### src/rtl/mux_sel_pipe.sv
// mux_sel_pipe: N-way word selector feeding a 2-entry skid-buffered output register.
//
// Ports:
//    clk       rising-edge clock
//    rst_n     asynchronous active-low reset
//    in_data   NUM_IN packed words, input k at [k*WIDTH +: WIDTH]
//    in_sel    index of the word to take, sampled with in_data
//    in_valid  upstream beat valid
//    in_ready  beat can be accepted (driven from the skid valid register)
//    flush     synchronous discard of every buffered beat
//    out_data  selected word
//    out_sel   index that produced out_data
//    out_valid out_data/out_sel valid
//    out_ready downstream accepts
//    err       sticky out-of-range select flag
//
// Optional feature macro: MUX_SEL_PIPE_SEL_CHECK_EN enables the sticky err flag;
// without it err is tied low.
module mux_sel_pipe #(
   parameter int WIDTH  = 32,
   parameter int NUM_IN = 4,
   parameter int SEL_W  = 2
) (
   input  logic                    clk,
   input  logic                    rst_n,
   input  logic [NUM_IN*WIDTH-1:0] in_data,
   input  logic [SEL_W-1:0]        in_sel,
   input  logic                    in_valid,
   output logic                    in_ready,
   input  logic                    flush,
   output logic [WIDTH-1:0]        out_data,
   output logic [SEL_W-1:0]        out_sel,
   output logic                    out_valid,
   input  logic                    out_ready,
   output logic                    err
);
   // state encoding is {skid_v, main_v}
   typedef enum logic [1:0] {EMPTY = 2'b00, ONE = 2'b01, FULL = 2'b11} state_t;
   state_t           state_q, state_d;
   logic [WIDTH-1:0] main_data_q, main_data_d, skid_data_q, skid_data_d, word;
   logic [SEL_W-1:0] main_sel_q, main_sel_d, skid_sel_q, skid_sel_d;
   logic             accept, xfer, load;
   // indices with no matching input fall through to zero
   always_comb begin
      word = '0;
      for (int k = 0; k < NUM_IN; k++)
         if (in_sel == SEL_W'(k)) word = in_data[k*WIDTH +: WIDTH];
   end
   assign in_ready  = ~state_q[1];
   assign out_valid = state_q[0];
   assign out_data  = main_data_q;
   assign out_sel   = main_sel_q;
   assign accept    = in_valid & in_ready;
   assign xfer      = out_valid & out_ready;
   // a beat presented alongside flush is dropped
   assign load      = accept & ~flush;
   always_comb begin
      state_d     = state_q;
      main_data_d = main_data_q;
      main_sel_d  = main_sel_q;
      skid_data_d = skid_data_q;
      skid_sel_d  = skid_sel_q;
      case (state_q)
         EMPTY: if (load) begin
            state_d     = ONE;
            main_data_d = word;
            main_sel_d  = in_sel;
         end
         ONE: if (load && !xfer) begin
            state_d     = FULL;
            skid_data_d = word;
            skid_sel_d  = in_sel;
         end else if (load) begin
            main_data_d = word;
            main_sel_d  = in_sel;
         end else if (xfer) begin
            state_d     = EMPTY;
         end
         FULL: if (xfer) begin
            state_d     = ONE;
            main_data_d = skid_data_q;
            main_sel_d  = skid_sel_q;
         end
         default: state_d = EMPTY;
      endcase
      if (flush) state_d = EMPTY;
   end
   always_ff @(posedge clk or negedge rst_n) begin
      if (!rst_n) begin
         state_q     <= EMPTY;
         main_data_q <= '0;
         main_sel_q  <= '0;
         skid_data_q <= '0;
         skid_sel_q  <= '0;
      end else begin
         state_q     <= state_d;
         main_data_q <= main_data_d;
         main_sel_q  <= main_sel_d;
         skid_data_q <= skid_data_d;
         skid_sel_q  <= skid_sel_d;
      end
   end
`ifdef MUX_SEL_PIPE_SEL_CHECK_EN
   logic err_q, err_d, in_range;
   // a fully populated select space has no out-of-range index
   assign in_range = (NUM_IN == (1 << SEL_W)) || (int'(in_sel) < NUM_IN);
   assign err_d    = err_q | (accept & ~in_range);
   assign err      = err_q;
   always_ff @(posedge clk or negedge rst_n) begin
      if (!rst_n) err_q <= 1'b0;
      else        err_q <= err_d;
   end
`else
   assign err = 1'b0;
`endif
endmodule

### config.mk
export PLATFORM = sky130hd
export DESIGN_NAME = mux_sel_pipe
export DESIGN_NICKNAME = d
export VERILOG_FILES = /design/src/rtl/mux_sel_pipe.sv
export SDC_FILE = /design/constraint.sdc
export NUM_CORES = 1
export LEC_CHECK = 0
export BUFFER_PORTS_ARGS = -buffer_cell sky130_fd_sc_hd__buf_2
export CAP_MARGIN = 20
export CORE_ASPECT_RATIO = 1.2
export CORE_MARGIN = 10
export CORE_UTILIZATION = 45
export DETAILED_ROUTE_END_ITERATION = 10
export HOLD_SLACK_MARGIN = 0.08
export PLACE_DENSITY = 0.74
export SYNTH_ARGS = -nofsm -noshare
export SYNTH_HDL_FRONTEND = slang
export SYNTH_SLANG_ARGS = --single-unit
### constraint.sdc
create_clock -name clk -period 1.8 [get_ports clk]
set_clock_uncertainty 0.15 [all_clocks]
set_input_delay 0.27 -clock clk [delete_from_list [all_inputs] [get_ports clk]]
set_output_delay 0.27 -clock clk [all_outputs]
set_load 0.02 [all_outputs]
==> impl_metrics.json <==
{
  "nets": 747,
  "fin_tns_setup_ps": -4320,
  "fillers": 806,
  "fp.dieW_um": 112,
  "final_common_cell": "buf_2",
  "r2r_end": "out_data[21]$_DFFE_PN0P_",
  "period_needed_ps": 1950,
  "drc": 0,
  "yosysWarnings": 0,
  "hold_end": "state_q[0]$_DFFE_PN0P_",
  "min_from": "flush",
  "die_h_um": 130,
  "core-area_sq_mm": 0.00996,
  "hold_viol": 0,
  "cp-start-kind": "flop",
  "min_period_over_period_pct": 108,
  "grt_pass1_wl_um": 20600,
  "cp_slowest_cell": "dfrtp_2",
  "cts-root-buf": "clkbuf_16",
  "tritoncts": "built",
  "reg2reg_setup_slack_ps": -150,
  "n_antenna_cell": 0,
  "final_cell_mix": "buf_2, dfrtp_1, mux2_4, nand2_1, inv_1",
  "cp.required_ps": 1860,
  "grt_max_degree": 71,
  "synthToLayoutAreaGrowth_pct": 34.6,
  "critPathCaptureType": "flop",
  "dp_worst_setup_slack_ps": -152,
  "stdcell_area_sq_mm": 0.00615,
  "start_util_pct": 45.8,
  "gp_routability_congestion": 0.820,
  "crit_family": "flip-flops",
  "antenna_found_initial": 0,
  "syn-num-nets": 567,
  "ant_nets": 0,
  "ys_ff_latch": 70,
  "wire_per_inst_um": 17.6,
  "htreeDepth": 3,
  "rows": 40,
  "post_synth.cell_area_avg_sq_um": 10.7,
  "crit_path_max_incr_delay_ps": 410,
  "powerDensity_mw_per_mm2": 1270,
  "leakagePower_nw": 3.07,
  "grt.total_usage_pct": 17.0,
  "rsz0062_at_grt": "yes",
  "hold_depth": 3,
  "vias": 3852,
  "routed_wl_um": 13000,
  "path_buf_inv": 2,
  "ir_drop_v": 0.000757,
  "io_pins": 172,
  "place_area_sq_mm": 0.00564,
  "cts_sinks": 70,
  "rr_worst_depth": 7,
  "grt_overflow_total": 0,
  "crit_path_max_fanout": 8,
  "portBuffers": 170,
  "setup_viol": 36,
  "cap_violations": 0,
  "synth.distinct_cells": 26,
  "total_power_w": 0.00779,
  "path_class": "reg -> reg",
  "drive_gt1_share_pct": 48.7,
  "grt_pass1_vias": 4235,
  "clock_latency_ps": 320,
  "crit_chain": "ha_4, nor2b_4, o22ai_2, a32o_2, buf_12, clkbuf_16, mux2_4",
  "hpwl_um": 9630,
  "cts_made_buffers": 9,
  "clk_pin_slew_ps": 60,
  "final_max_slew_viol_count": 0,
  "hp-class": "in -> reg",
  "viasPerCell": 5.22,
  "first_pass_iters": 4,
  "arrival_ps": 2000,
  "violations": "negative setup slack",
  "final.setup.worst_slack_ps": -145,
  "ys_seq_area_share_pct": 38.4,
  "clockBufferDepth": 2,
  "timing.rr.start": "state_q[0]$_DFFE_PN0P_",
  "max_freq_mhz": 514,
  "syn_area_sq_mm": 0.00457,
  "die_area_sq_mm": 0.0146,
  "drt_iter0_markers": 183,
  "outcome": "finished, violations left",
  "synthCells": 428
}
## metrics by stage
step,hold WS [ps],cells,util [%]
after floorplan,-176,428,-
after global placement,172,715,56.6
after detailed placement,176,715,56.6
after CTS,116,734,61.1
after global routing,147,738,61.7
final,125,738,61.7
## synth_stat cells
cell / instances / share of area (%)
dfrtp_1: 70 / 38
nand2_1: 39 / 3.2
mux2_4: 38 / 12
inv_1: 35 / 2.9
mux2_1: 34 / 8.4
a21oi_1: 33 / 3.6
mux2i_1: 33 / 7.2
o22ai_1: 33 / 4.5
o21ai_1: 32 / 3.5
mux2_2: 30 / 7.4
buf_6: 15 / 3.7
clkbuf_1: 10 / 0.82
buf_2: 8 / 0.88
ha_1: 4 / 1.1
nor2_1: 2 / 0.16
nor2b_1: 2 / 0.27
a211o_1: 1 / 0.19
a32o_1: 1 / 0.22
buf_1: 1 / 0.082
buf_4: 1 / 0.16
conb_1: 1 / 0.082
nand2b_1: 1 / 0.14
nand4_1: 1 / 0.14
nor3_1: 1 / 0.11
o221ai_1: 1 / 0.19
or2_1: 1 / 0.14
## worst min-delay path, delay by kind of cell
family	cells	cell delay [ps]
compound gates	1	100
buf+inv	1	130
mux	1	50
## sequential cells by signal, summed over array words and instances (netlist names)
signal / count
out_data: 32
skid_data_q: 32
skid_sel_q: 2
out_sel: 2
state_q: 2
## power breakdown
part,internal (W),switching (W),total [W]
Clock,0.00134,0.000652,0.00200
Combinational,0.00149,0.00154,0.00303
Sequential,0.00233,0.000440,0.00277
## how the worst max path moves through the flow
stage	end	slack (ps)	from	cells past startpoint
3_3_place_gp	out_data[31]$_DFFE_PN0P_	-90	state_q[1]$_DFFE_PN0P_	6
6_report	out_data[21]$_DFFE_PN0P_	-150	state_q[0]$_DFFE_PN0P_	7
2_1_floorplan	out_data[22]$_DFFE_PN0P_	-150	state_q[0]$_DFFE_PN0P_	8
5_1_grt	out_data[21]$_DFFE_PN0P_	-180	state_q[0]$_DFFE_PN0P_	7
4_1_cts	out_data[8]$_DFFE_PN0P_	-120	state_q[0]$_DFFE_PN0P_	7
3_5_place_dp	out_sel[0]$_DFFE_PN0P_	-150	state_q[1]$_DFFE_PN0P_	6
## area by class of cell
class / instances / area [sq um] / area share (%)
clock buffers: 9 / 225 / 3.66
clock inverters: 6 / 111 / 1.81
inverters: 35 / 131 / 2.14
multi-input cells: 288 / 2480 / 40.3
flip-flops and latches: 70 / 1750 / 28.5
well taps: 126 / 158 / 2.56
repair buffers: 204 / 1290 / 21.0
## cells by family after synthesis
logic type               share of synthesized area, %
AO/OA/AOI/OAI                                    12.3
multiplexers                                     35.5
adder cells (fa/ha/maj)                          1.10
buffers and inverters                            8.52
other                                          0.0821
flip-flops                                       38.4
AND/OR/NAND/NOR                                  4.17
## repair_timing
action / in CTS / in global routing
cloned: 1 / 2
pin swaps: 5 / 3
resized for setup: 12 / 1
hold buffers: 1 / 0
endpoints found under the setup margin: 35 / 67
buffers inserted: 2 / 3
endpoints found under the hold margin: 70 / 0
## routing by layer
metal | part of all wire, % | global-route usage, %
met1 | 40 | 19.1
met2 | 53 | 30.9
met5 | 0 | 0
met3 | 4.8 | 3.49
met4 | 1.8 | 7.25
Power figures use the tool's default switching activity.
